$ cat config.mk
export PLATFORM = sky130hd
export DESIGN_NAME = alu_issue_stage
export DESIGN_NICKNAME = d
export VERILOG_FILES = /design/src/rtl/alu_issue_stage.sv
export SDC_FILE = /design/constraint.sdc
export NUM_CORES = 1
export LEC_CHECK = 0
export CAP_MARGIN = 20
export CORE_MARGIN = 2
export CORE_UTILIZATION = 67
export CTS_CLUSTER_DIAMETER = 60
export DETAILED_ROUTE_END_ITERATION = 7
export DONT_BUFFER_PORTS = 1
export GPL_TIMING_DRIVEN = 0
export PLACE_DENSITY = 0.92
export SLEW_MARGIN = 20
export SYNTH_ARGS = -nofsm -noshare
export SYNTH_HDL_FRONTEND = slang
export SYNTH_SLANG_ARGS = --single-unit
$ cat constraint.sdc
create_clock -name clk -period 11.8 [get_ports clk]
set_clock_uncertainty 0.15 [all_clocks]
set_input_delay 0.59 -clock clk [delete_from_list [all_inputs] [get_ports clk]]
set_output_delay 0.59 -clock clk [all_outputs]
set_load 0.02 [all_outputs]
$ cat src/rtl/alu_issue_stage.sv
// Issue stage around the combinational 32-bit ALU: buffers operations in a small FIFO,
// feeds the head to the ALU and holds the result in a valid/ready output register.
module alu_issue_stage #(
  parameter int DEPTH = 2,
  parameter int CNT_W = 8
) (
  input  logic             clk,
  input  logic             reset,
  input  logic             in_valid,
  output logic             in_ready,
  input  logic [2:0]       in_f,
  input  logic [31:0]      in_a,
  input  logic [31:0]      in_b,
  output logic [2:0]       alu_f,
  output logic [31:0]      alu_a,
  output logic [31:0]      alu_b,
  input  logic [31:0]      alu_y,
  input  logic             alu_zero,
  output logic             out_valid,
  input  logic             out_ready,
  output logic [31:0]      out_y,
  output logic             out_zero,
  output logic             out_illegal,
  output logic [CNT_W-1:0] op_count
);

  localparam int PTR_W  = (DEPTH > 1) ? $clog2(DEPTH) : 1;
  localparam int FCNT_W = $clog2(DEPTH + 1);
  localparam logic [2:0] F_UNUSED = 3'b011;

  typedef enum logic {
    S_EMPTY = 1'b0,
    S_FULL  = 1'b1
  } state_t;

  state_t r_state;
  state_t w_state_next;

  logic [2:0]        r_mem_f [DEPTH];
  logic [31:0]       r_mem_a [DEPTH];
  logic [31:0]       r_mem_b [DEPTH];
  logic [PTR_W-1:0]  r_wr_ptr;
  logic [PTR_W-1:0]  r_rd_ptr;
  logic [FCNT_W-1:0] r_count;

  logic [31:0]       r_out_y;
  logic              r_out_zero;
  logic              r_out_illegal;
  logic [CNT_W-1:0]  r_op_count;

  logic w_empty;
  logic w_full;
  logic w_push;
  logic w_issue;
  logic w_out_hs;

  assign w_empty  = (r_count == '0);
  assign w_full   = (r_count == FCNT_W'(DEPTH));
  // in_ready comes from the FIFO count only, so a full FIFO refuses even on a same-cycle pop.
  assign in_ready = !w_full;
  assign w_push   = in_valid && !w_full;

  always_ff @(posedge clk or negedge reset) begin
    if (!reset) begin
      r_state <= S_EMPTY;
    end else begin
      r_state <= w_state_next;
    end
  end

  always_comb begin
    w_state_next = r_state;
    w_issue      = 1'b0;
    out_valid    = (r_state == S_FULL);
    w_out_hs     = (r_state == S_FULL) && out_ready;
    case (r_state)
      S_EMPTY: begin
        if (!w_empty) begin
          w_issue      = 1'b1;
          w_state_next = S_FULL;
        end
      end
      S_FULL: begin
        if (out_ready) begin
          if (!w_empty) begin
            w_issue = 1'b1;
          end else begin
            w_state_next = S_EMPTY;
          end
        end
      end
      default: w_state_next = S_EMPTY;
    endcase
  end

  always_ff @(posedge clk or negedge reset) begin
    if (!reset) begin
      r_wr_ptr <= '0;
      r_rd_ptr <= '0;
      r_count  <= '0;
    end else begin
      if (w_push) begin
        r_wr_ptr <= r_wr_ptr + 1'b1;
      end
      if (w_issue) begin
        r_rd_ptr <= r_rd_ptr + 1'b1;
      end
      case ({w_push, w_issue})
        2'b10:   r_count <= r_count + 1'b1;
        2'b01:   r_count <= r_count - 1'b1;
        default: r_count <= r_count;
      endcase
    end
  end

  // Entry storage carries no reset: the pointers and count alone define what is valid.
  for (genvar gi = 0; gi < DEPTH; gi++) begin : g_entry
    always_ff @(posedge clk) begin
      if (w_push && (r_wr_ptr == PTR_W'(gi))) begin
        r_mem_f[gi] <= in_f;
        r_mem_a[gi] <= in_a;
        r_mem_b[gi] <= in_b;
      end
    end
  end

  assign alu_f = w_empty ? 3'b000 : r_mem_f[r_rd_ptr];
  assign alu_a = w_empty ? 32'h0  : r_mem_a[r_rd_ptr];
  assign alu_b = w_empty ? 32'h0  : r_mem_b[r_rd_ptr];

  always_ff @(posedge clk or negedge reset) begin
    if (!reset) begin
      r_out_y       <= '0;
      r_out_zero    <= 1'b0;
      r_out_illegal <= 1'b0;
    end else if (w_issue) begin
      r_out_y       <= alu_y;
      r_out_zero    <= alu_zero;
      r_out_illegal <= (alu_f == F_UNUSED);
    end
  end

  always_ff @(posedge clk or negedge reset) begin
    if (!reset) begin
      r_op_count <= '0;
    end else if (w_out_hs) begin
      r_op_count <= r_op_count + 1'b1;
    end
  end

  assign out_y       = r_out_y;
  assign out_zero    = r_out_zero;
  assign out_illegal = r_out_illegal;
  assign op_count    = r_op_count;

endmodule

Word level (Yosys, flattened, before mapping):

Memory sizes are Yosys's and may differ from the RTL's.
Cells that the tools add are included.

* output and inout bits: 111
* memories kept: 3
* register bits: 47
* memory bits (writable): 134
* latch bits: 0
* input port bits: 104
* bits in read-only memories: 0
* word-level logic and storage cells: 54

Memories
* r_mem_a: words 2, width 32, read ports 1, clocked after Yosys merged registers in 0, wr ports 1, line 40 `logic [31:0] r_mem_a [DEPTH];`
* r_mem_b: words 2, width 32, read ports 1, clocked after Yosys merged registers in 0, wr ports 1, line 41 `logic [31:0] r_mem_b [DEPTH];`
* r_mem_f: words 2, width 3, read ports 1, clocked after Yosys merged registers in 0, wr ports 1, line 39 `logic [2:0] r_mem_f [DEPTH];`

* multipliers: 0
* shifts and indexed selects: 0
* divide/modulo/power cells: 0
* bitwise logic cells: 2
* equal/unequal tests: 4
* reductions and logical operators: 10
* add/sub/neg operators: 5
* multiplexer cells: 22
* order comparisons: 0

Operators with widths (number)
* $mux W32: 4
* $reduce_or A32 Y1: 2
* $mux W1: 13
* $add A8 B1 Y8 const B: 1
* $mux W3: 2
* $eq A2 B2 Y1 const B: 2
* $logic_and A1 B1 Y1: 4
* $pmux W1 S2: 2
* $pmux W2 S2: 1
* $eq A3 B2 Y1 const B: 1
* $reduce_or A3 Y1: 1
* $add A1 B1 Y1 const B: 2
* $add A2 B1 Y2 const B: 1
* $eq A2 B1 Y1 const B: 1
* $logic_not A2 Y1: 1
* $not A1 Y1: 2
* $reduce_bool A2 Y1: 1
* $sub A2 B1 Y2 const B: 1
* $logic_not A1 Y1: 1

Depth between registers and ports, before layout:

Gate-level depths: netlist of the first run.

* depth in word-level cells: 8
* mapped depth: 7
* mapped depth without buffers: 6

Least setup slack after synthesis of the first run:

No wires, ideal clock.

* path kind: register to register
* from: register r_count[0]
* to: memory r_mem_a[0][0], enable pin
* library setup time: 0.492 ns
* buffers on the path: 0
* period minus slack after synthesis: 4.273 ns
* slack: 7.527 ns
* data required time: 11.158 ns
* cell stages (with the launch flop): 4
* arrival time: 3.630 ns
* cell sequence: dfrtp_1 -> nand2b_1 -> nand2_1 -> nor2_1

* longest elaborated chain between the ends: 8
* elaborated cells on any way between the ends: 12
* classes of those cells: 1 x eq/ne; 6 x mux; 5 x reduce/logical

RTL lines
* start: declaration: line 44 `logic [FCNT_W-1:0] r_count;`
* start signal: assignment: line 109 `2'b10: r_count <= r_count + 1'b1;`
* start signal: assignment: line 110 `2'b01: r_count <= r_count - 1'b1;`
* start signal: assignment: line 111 `default: r_count <= r_count;`
* $eq A2 B2 Y1 *: line 58 `assign w_full = (r_count == FCNT_W'(DEPTH));`
* $logic_not A1 Y1 *
* net in_ready: line 10 `output logic in_ready,`
* $logic_and A1 B1 Y1 *: line 61 `assign w_push = in_valid && !w_full;`
* $logic_and A1 B1 Y1: line 119 `if (w_push && (r_wr_ptr == PTR_W'(gi))) begin`
* $mux W1: line 119
* $mux W1 (not written as such): line 121 `r_mem_a[gi] <= in_a;`
* $reduce_or A32 Y1 (no line)
* $mux W1 (no line)
* end: declaration: line 40

Mark *: on every way through the listed nets, which the timed path passes. The rest lies on a longest branch.

Worst setup path in the final report of the first run:

* from: register r_rd_ptr
* to: output alu_b[26]

* longest elaborated chain between the ends: 2

RTL lines
* start: declaration: line 43 `logic [PTR_W-1:0] r_rd_ptr;`
* start signal: assignment: line 106 `r_rd_ptr <= r_rd_ptr + 1'b1;`
* $mem_v2 Z2 W32
* $mux W32: line 129 `assign alu_b = w_empty ? 32'h0 : r_mem_b[r_rd_ptr];`
* end: declaration: line 16 `output logic [31:0] alu_b,`

No other way between the ends.

==> out/metrics.yaml, run 1 <==
outcome:
  status: "finished clean"
routing:
  routed_wirelength_mm: 15.8
  firstDrtPassIters: 5
  drc: 0
  drt_iter0_drc: 280
  wl_per_cell_um: 24.4
  num_vias: 3859
  final_antenna_net_count: 0
  vias_per_cell: 5.96
worst_setup_path:
  r2r_end: "r_mem_b[1][21]"
  r2r_cells: 3
  critPathMaxFanout: 10
  cpPeakStageDelay_ns: 0.46
  crit_buf_inv: 3
  arrival_ns: 2.22
  critPathTopFamily: "buffers and inverters"
  cp_slowest_cell: "nor2_1"
  r2r_setup_slack_ns: 9.69
  cp.depth: 5
  crit_top_cell: "buf_2"
  cp.required_ns: 11.06
  crit_path_end_kind: "output pin"
  crit_chain: "buf_2, buf_2, buf_4, mux2i_1, nor2_1"
  crit_path_end: "alu_b[26]"
  worstSetupPathType: "reg -> out"
  crit_start: "r_rd_ptr"
  worstSetupStartpointType: "flop"
  timing.rr.start: "r_count[0]"
yosys:
  synthArstFlopShare_pct: 26.0
  syn_avg_cell_area_um2: 17.0
  yosys-top-cells-count: "134 x edfxtp_1, 69 x nor2_1, 68 x mux2i_1"
  syn-num-nets: 512
  synth_cell_types: 24
  synth_seq_cells: 181
  ys_seq_area_share_pct: 75.4
  synth_edf_count: 134
  synthFlopType: "edfxtp_1"
  yosys.area.top_type: "edfxtp_1"
  synth_top_area_share_pct: 58.4
  netlist_area_um2: 6890
  synthCells: 406
  yosys_warnings: 0
  yosysMostFrequentCell: "edfxtp_1"
  synth.area.top_cells: "edfxtp_1 58%, dfrtp_1 17%, mux2i_1 9.9%"
floorplanning:
  rows: 37
  die_x_um: 105
  die_h_um: 105
  start_util_pct: 68.0
  die-area_um2: 11100
  ioPinCount: 215
  core-area_um2: 10100
power:
  switching_share_pct: 40.5
  p_int_w: 0.00142
  leakage_nw: 3.25
  power_density_nw_per_um2: 284
  pwr-share-seq_pct: 45.5
  ir_drop_uv: 182
  pwr-share-clk_pct: 21.7
  pwr-share-comb_pct: 32.8
  switchingPower_w: 0.000964
flow_run:
  cap_violations: 0
placement:
  io_buffer_count: 0
  place_congestion: 0.733
  hpwl_mm: 8.99
timing:
  relSlewSlack_pct: 60.6
  setup_viol: 0
  rsz0062_at_grt: "false"
  setup_tns_ns: 0
  worst_slew_pin_slew_ns: 0.588
  period_minus_slack_ns: 2.96
  period_share_pct: 25.1
  final-hold-violation-count: 0
  fmax_mhz: 338
  report.final.slew_viol_count: 0
finish:
  regArea_um2: 5200
  post-route-util_pct: 82.7
  layout-drive-gt1-share_pct: 14.5
  area_delta_synth_final_pct: 21.7
  nNetsFinal: 604
  multiInputGateArea_um2: 1590
  nFillCells: 467
grt:
  grt_max_degree: 48
  grt_pass1_wl_mm: 23.9
  grtUsageTotal_pct: 29.6
  overflow: 0
  grt_pass1_vias: 4237
  grt_antenna_before_repair: 1
cts:
  clock-sinks: 181
  cts_tree: "built"
  root_buffer: "clkbuf_8"
  cts_buffers: 17
  cts_max_level: 4
  clock_latency_ns: 0.53
  clockBufferDepth: 2
  clk_pin_slew_worst_paths_ns: 0.07
hold_path:
  hold_class: "in -> reg"
[repair_timing]
action,in CTS,in global routing
hold endpoints to repair,182,0
hold buffers,70,0
setup buffers,0,0
gates resized for setup,0,0
setup endpoints to repair,0,0
[flip-flops by register name, summed over array words and instances (netlist names), 2 cells and up]
signal,cells
r_mem_a,64
r_count,2
out_y,32
r_mem_b,64
r_mem_f,6
op_count,8
[logic make-up (layout without fill, tap and decap cells)]
| logic type | count (synthesis) | in the layout | share of synthesized area [%] |
|---|---|---|---|
| buffers and inverters | 21 | 126 | 1.74 |
| AOI/OAI and AO/OA | 3 | 3 | 0.381 |
| muxes | 102 | 102 | 15.4 |
| adders and majority gates | 2 | 2 | 0.363 |
| DFF | 181 | 181 | 75.4 |
| xor gates and xnor gates | 12 | 12 | 1.52 |
| other | 0 | 1 | 0 |
| and+or+nand+nor | 85 | 85 | 5.14 |
[per-stage QoR]
stage	cells	instance area (um2)	hold slack, ns	setup slack (ns)	total power [W]
final	648	8390	0.0401	8.84	0.00238
after global routing	648	8390	0.0293	8.73	0.00248
after CTS	647	8380	0.0269	8.80	0.00236
after detailed placement	545	7140	0.145	9.36	0.00183
after global placement	542	7060	0.145	6.27	0.00179
after floorplan	406	6890	0.144	7.53	0.00167
[worst reg2reg max path, cell delays in order (launching register included)]
cell and delay, ns:
dfrtp_1 0.44, nand2b_1 0.31, and3_4 0.61, buf_12 0.29
[worst min path at each step]
stage,start,to,slack (ns),depth (start not counted)
after floorplan,reset,op_count[0],0.14,0
after global placement,reset,out_y[10],0.15,0
after detailed placement,reset,out_y[10],0.15,0
after CTS,alu_y[20],out_y[20],0.03,1
after global routing,alu_y[25],out_y[25],0.03,1
final,alu_y[20],out_y[20],0.04,1
[layer usage]
layer  GRT usage (%)  wire [um]  vias up
met3            9.15       1450       30
met1            33.3       5540     1898
li1                -          -     1672
met2            52.2       8410      259
met5               0          0        -
met4            12.6        412        0
[power groups by stage]
stage	registers (W)	logic (W)	clock network [W]
after floorplan	0.00106	0.000602	0
after global placement	0.00109	0.000701	0
after detailed placement	0.00109	0.000742	0
after CTS	0.00107	0.000771	0.000510
after global routing	0.00110	0.000835	0.000544
final	0.00108	0.000780	0.000516
[layout make-up]
class	instances	area share, %
antenna	1	0.0298
buffer	18	1.30
clock buffer	19	5.03
clock inverter	13	1.28
inverter	3	0.134
multi-input combinational	204	18.9
sequential	181	62.0
tap	136	2.03
timing repair buffer	73	9.28
[placed cells by master, fill, tap and decap left out, drive strengths merged, types with 2 or more instances in the layout]
cell | Yosys | routed
o21ai | 2 | 2
dlygate4sd3 | 0 | 69
mux2i | 68 | 68
mux2 | 34 | 34
nand3 | 2 | 2
and3 | 4 | 4
inv | 3 | 5
xnor2 | 10 | 10
ha | 2 | 2
xor2 | 2 | 2
buf | 14 | 18
clkinv | 0 | 9
nand2 | 3 | 3
edfxtp | 134 | 134
nor2 | 70 | 70
dfrtp | 47 | 47
nand4 | 3 | 3
clkbuf | 4 | 23
(Power assumes the default switching activity.)
==> run 2, diff against run 1 <==
CORE_UTILIZATION = 62   (was 67)
PLACE_DENSITY = 0.87   (was 0.92)
clock period = 2.9 ns   (was 11.8 ns; I/O delays follow)
==> run 2 against run 1 <==
Effect of this change: worst hold slack better by 0.053 ns; critical path type unchanged; clock power grew to 4.0 times the previous value; sequential power grew to 4.1 times the previous value; combinational power grew to 4.1 times the previous value; first-iteration DRC count is 6.1% higher; largest power group unchanged; utilization is 2.0 points lower; register-to-register slack worse by 8.9 ns.
==> out/metrics.yaml, run 2 (synthesis results as in run 1) <==
outcome:
  status: "finished clean"  # unchanged
routing:
  wl_per_cell_um: 21.9  # was 24.4 um
  drc: 0  # unchanged
  vias_per_cell: 5.69  # was 5.96
  num_vias: 3908  # was 3859
  routed_wirelength_mm: 15.1  # was 15.8 mm
  drt_iter0_drc: 297  # was 280
  final_antenna_net_count: 0  # unchanged
  firstDrtPassIters: 5  # unchanged
power:
  pwr-share-comb_pct: 33.0  # was 32.8%
  pwr-share-seq_pct: 45.8  # was 45.5%
  switchingPower_w: 0.00389  # was 0.000964 W
  power_density_nw_per_um2: 1100  # was 284 nW/um2
  switching_share_pct: 40.5  # about the same
  leakage_nw: 3.40  # was 3.25 nW
  pwr-share-clk_pct: 21.3  # was 21.7%
  p_int_w: 0.00572  # was 0.00142 W
  ir_drop_uv: 654  # was 182 uV
cts:
  cts_buffers: 17  # unchanged
  hold_buffers: 105  # was 70
  clock-sinks: 181  # unchanged
  root_buffer: "clkbuf_8"  # unchanged
  postCtsSetupRepairBufs: 0  # unchanged
  cts_tree: "built"  # unchanged
  cts_max_level: 4  # unchanged
  clock_latency_ns: 0.53  # about the same
  clockBufferDepth: 2  # unchanged
  cts_resized: 0  # unchanged
  clk_pin_slew_worst_paths_ns: 0.07  # about the same
worst_setup_path:
  cp.required_ns: 2.61  # was 11.06 ns
  cp_slowest_cell: "nor2_1"  # unchanged
  worstSetupStartpointType: "flop"  # unchanged
  cpPeakStageDelay_ns: 0.36  # was 0.46 ns
  critPathMaxFanout: 10  # unchanged
  arrival_ns: 2.10  # was 2.22 ns
  crit_chain: "buf_2, buf_2, buf_4, mux2i_1, nor2_1"  # unchanged
  crit_path_end_kind: "output pin"  # unchanged
  crit_top_cell: "buf_2"  # unchanged
  crit_start: "r_rd_ptr"  # unchanged
  critPathTopFamily: "buffers and inverters"  # unchanged
  crit_buf_inv: 3  # unchanged
  timing.rr.start: "r_count[0]"  # unchanged
  worstSetupPathType: "reg -> out"  # unchanged
placement:
  dp_slack_ns: 0.779  # was 9.36 ns
  hpwl_mm: 8.73  # was 8.99 mm
  dp_cells: 549  # was 545
  place_congestion: 0.722  # was 0.733
  dpl_cell_area_um2: 7140  # about the same
  io_buffer_count: 0  # unchanged
timing:
  report.final.slew_viol_count: 0  # unchanged
  timing.hold.ws_ns: 0.0935  # was 0.0401 ns
  rsz0062_at_grt: "false"  # unchanged
  period_share_pct: 82.7
  relSlewSlack_pct: 66.3  # was 60.6%
  worst_slew_pin_slew_ns: 0.504  # was 0.588 ns
  setup_tns_ns: 0  # unchanged
  final-hold-violation-count: 0  # unchanged
  period_minus_slack_ns: 2.40
  setup_viol: 0  # unchanged
  worst_slack_ns: 0.502  # was 8.84 ns
  fmax_mhz: 417
floorplanning:
  die_x_um: 109  # was 105 um
  die_h_um: 109  # was 105 um
  core-area_um2: 10800  # was 10100 um2
  die-area_um2: 12000  # was 11100 um2
  ioPinCount: 215  # unchanged
  start_util_pct: 63.6  # was 68.0%
  rows: 38  # was 37
finish:
  layout-drive-gt1-share_pct: 14.5  # about the same
  area_delta_synth_final_pct: 27.0  # was 21.7%
  layout_common_cells: "134 x edfxtp_1, 103 x dlygate4sd3_1, 68 x mux2i_1, 68 x nor2_1, 47 x dfrtp_1"  # was 134 x edfxtp_1, 69 x dlygate4sd3_1, 68 x mux2i_1, 68 x nor2_1, 47 x dfrtp_1
  design_area_um2: 8750  # was 8390 um2
  layout_commonest_cell: "edfxtp_1"  # unchanged
  nNetsFinal: 639  # was 604
  fin_cells: 687  # was 648
flow_run:
  cap_violations: 0  # unchanged
grt:
  grt_pass1_wl_mm: 22.1  # was 23.9 mm
  grt_antenna_before_repair: 2  # was 1
  grt_pass1_vias: 4170  # was 4237
  overflow: 0  # unchanged
  grtUsageTotal_pct: 25.7  # was 29.6%
  grt_max_degree: 48  # unchanged
hold_path:
  hold_class: "in -> async"  # was in -> reg
run 2: worst paths after layout:
kind | endpoint | slack, ns | cells after the start
max in group asynchronous | out_y[15] | 2.30 | 3
max reg2reg | r_mem_b[0][31] | 0.79 | 4
min in group clk | r_mem_a[0][27] | 0.11 | 1
min | out_y[25] | 0.09 | 3
min reg2reg | r_count[1] | 0.38 | 1
max | alu_b[14] | 0.50 | 5
run 2: layout make-up:
cell class                      count  area, um2
Buffer                             18        109
Sequential cell                   181       5200
Clock inverter                     14        105
Tap cell                          140        175
Multi-Input combinational cell    204       1590
Clock buffer                       17        414
Inverter                            3       11.3
Fill cell                         560       2090
Timing Repair Buffer              108       1150
Antenna cell                        2       5.00
run 2: metrics by stage:
step           power [W]  util, %
6_report         0.00961     80.7
5_1_grt           0.0100     80.7
4_1_cts          0.00957     80.7
3_5_place_dp     0.00742     65.9
3_3_place_gp     0.00723     65.3
2_1_floorplan    0.00676        -
run 2: tightest hold or removal path: stages:
cell and delay, ns:
dlygate4sd3_1 0.64, buf_16 0.14, buf_16 0.23
run 2: power groups by stage:
stage | Combinational [W] | Sequential [W] | Clock, W
floorplan | 0.00246 | 0.00430 | 0
global placement | 0.00285 | 0.00438 | 0
detailed placement | 0.00300 | 0.00442 | 0
CTS | 0.00317 | 0.00437 | 0.00203
global route | 0.00339 | 0.00447 | 0.00217
finish | 0.00317 | 0.00440 | 0.00204
run 2: layer usage:
layer  track usage (%)  wire (um)  vias up
met5                 0          0        -
met3              8.42       1380       22
li1                  -          -     1743
met2              46.3       8110      222
met4              9.76        269        0
met1              28.1       5310     1921
==> run 3, diff against run 2 <==
clock period = 2.35 ns   (was 2.9 ns; I/O delays follow)
==> run 3 against run 2 <==
Effect of this change: clock power up 33%; clock-buffer cell count rose by 1; cell count is 0.15% lower; sequential share of layout area shrank 0.75 points; utilization up 1.0 points.
==> out/metrics.yaml, run 3 (synthesis results as in run 1) <==
outcome:
  status: "finished clean"  # unchanged
placement:
  hpwl_mm: 8.92  # was 8.73 mm
  dp_slack_ns: 0.218  # was 0.779 ns
  dp_cells: 549  # unchanged
  io_buffer_count: 0  # unchanged
  dpl_cell_area_um2: 7160  # was 7140 um2
  place_congestion: 0.714  # was 0.722
floorplanning:
  ioPinCount: 215  # unchanged
  core-area_um2: 10800  # unchanged
  start_util_pct: 63.6  # unchanged
  die_x_um: 109  # unchanged
  rows: 38  # unchanged
  die-area_um2: 12000  # unchanged
  die_h_um: 109  # unchanged
routing:
  drc: 0  # unchanged
  firstDrtPassIters: 4  # was 5
  vias_per_cell: 5.70  # was 5.69
  final_antenna_net_count: 0  # unchanged
  wl_per_cell_um: 22.4  # was 21.9 um
  routed_wirelength_mm: 15.3  # was 15.1 mm
  num_vias: 3908  # unchanged
  drt_iter0_drc: 268  # was 297
finish:
  area_delta_synth_final_pct: 28.6  # was 27.0%
  nFillCells: 525  # was 560
  design_area_um2: 8860  # was 8750 um2
  layout_commonest_cell: "edfxtp_1"  # unchanged
  nNetsFinal: 639  # unchanged
  layout_common_cells: "134 x edfxtp_1, 103 x dlygate4sd3_1, 68 x mux2i_1, 48 x nor2_1, 47 x dfrtp_1"  # was 134 x edfxtp_1, 103 x dlygate4sd3_1, 68 x mux2i_1, 68 x nor2_1, 47 x dfrtp_1
  layout-drive-gt1-share_pct: 17.5  # was 14.5%
  fin_cells: 686  # was 687
timing:
  timing.hold.ws_ns: 0.0634  # was 0.0935 ns
  period_share_pct: 95.1
  rsz0062_at_grt: "false"  # unchanged
  worst_slack_ns: 0.116  # was 0.502 ns
  final-hold-violation-count: 0  # unchanged
  fmax_mhz: 448
  setup_viol: 0  # unchanged
  worst_slew_pin_slew_ns: 0.693  # was 0.504 ns
  relSlewSlack_pct: 53.7  # was 66.3%
  report.final.slew_viol_count: 0  # unchanged
  period_minus_slack_ns: 2.23
power:
  power_density_nw_per_um2: 1380  # was 1100 nW/um2
  ir_drop_uv: 847  # was 654 uV
  total_power_w: 0.0122  # was 0.00961 W
  leakage_nw: 3.43  # was 3.40 nW
cts:
  postCtsSetupRepairBufs: 0  # unchanged
  clk_pin_slew_worst_paths_ns: 0.06  # was 0.07 ns
  cts_tree: "built"  # unchanged
  cts_max_level: 4  # unchanged
  clock-sinks: 181  # unchanged
  clock_latency_ns: 0.52  # was 0.53 ns
  root_buffer: "clkbuf_8"  # unchanged
  cts_buffers: 17  # unchanged
  clockBufferDepth: 2  # unchanged
grt:
  overflow: 0  # unchanged
  grtUsageTotal_pct: 25.8  # was 25.7%
  grt_pass1_vias: 4078  # was 4170
  grt_antenna_before_repair: 0  # was 2
  grt_pass1_wl_mm: 22.0  # was 22.1 mm
  grt_max_degree: 48  # unchanged
worst_setup_path:
  crit_path_end: "alu_b[10]"  # was alu_b[14]
  critPathTopFamily: "buffers and inverters"  # unchanged
  timing.rr.start: "r_count[0]"  # unchanged
  r2r_cells: 4  # unchanged
  worstSetupPathType: "reg -> out"  # unchanged
  critPathMaxFanout: 10  # unchanged
  cp.required_ns: 2.08  # was 2.61 ns
  crit_chain: "nor2_4, buf_2, clkbuf_4, nor2_1"  # was buf_2, buf_2, buf_4, mux2i_1, nor2_1
  cp_slowest_cell: "dfrtp_1"  # was nor2_1
  crit_buf_inv: 2  # was 3
  arrival_ns: 1.97  # was 2.10 ns
  cp.depth: 4  # was 5
  crit_path_end_kind: "output pin"  # unchanged
  worstSetupStartpointType: "flop"  # unchanged
  r2r_end: "r_mem_a[0][17]"  # was r_mem_b[0][31]
  crit_start: "r_count[1]"  # was r_rd_ptr
  r2r_setup_slack_ns: 0.19  # was 0.79 ns
  cpPeakStageDelay_ns: 0.46  # was 0.36 ns
flow_run:
  cap_violations: 0  # unchanged
hold_path:
  hold_class: "in -> async"  # unchanged
==> run 3: cell types whose count changed in the layout (fill, tap and decap cells not counted), sizes merged <==
cell / delta
clkbuf: +3
buf: -2
clkinvlp: -1
inv: -3
bufinv: +3
clkinv: -1
==> run 3: repair_timing <==
action / in CTS / in global routing
hold buffers: 105 / 0
gates resized for setup: 21 / 3
endpoints found under the setup margin: 20 / 21
hold endpoints to repair: 269 / 0
==> run 3: layout make-up <==
class | instances | area, um2 | share of cell area [%]
Antenna cell | 2 | 5.00 | 0.0565
Buffer | 18 | 116 | 1.31
Clock buffer | 18 | 418 | 4.71
Clock inverter | 12 | 136 | 1.54
Inverter | 3 | 11.3 | 0.127
Multi-Input combinational cell | 204 | 1650 | 18.6
Sequential cell | 181 | 5200 | 58.7
Tap cell | 140 | 175 | 1.98
Timing Repair Buffer | 108 | 1150 | 13.0
==> run 3: how the worst min path moves through the flow <==
stage               slack [ns]   from          end
detailed placement       -0.33  reset  op_count[5]
global route              0.07  reset  out_illegal
CTS                       0.02  reset  op_count[5]
global placement         -0.33  reset  op_count[5]
floorplan                -0.33  reset  op_count[0]
finish                    0.06  reset    out_y[25]
==> run 3: stage by stage <==
| stage | TNS [ns] | util (%) |
|---|---|---|
| after detailed placement | 0 | 66.0 |
| after global placement | -38.38 | 65.4 |
| after CTS | 0 | 81.7 |
| final | 0 | 81.8 |
| after global routing | 0 | 81.7 |
| after floorplan | 0 | - |
==> run 3: layer usage <==
metal  wire length [um]  part of all wire, %  vias to the layer above  global-route usage, %
li1                   -                    -                     1740                      -
met1               5540                   36                     1921                   29.5
met2               8200                   53                      225                   45.1
met3               1340                  8.7                       22                   7.94
met4                269                  1.8                        0                   10.5
met5                  0                    0                        -                      0
==> run 3: power by group <==
group          internal (W)  switching, W  leakage, nW
Clock               0.00159       0.00113        0.271
Sequential          0.00446      0.000968         1.80
Combinational       0.00136       0.00269         1.36
Total               0.00742       0.00479         3.43
==> run 3: worst min-delay path, cell delays in order <==
cell and delay, ns:
dlygate4sd3_1 0.63, buf_16 0.14, buf_16 0.22
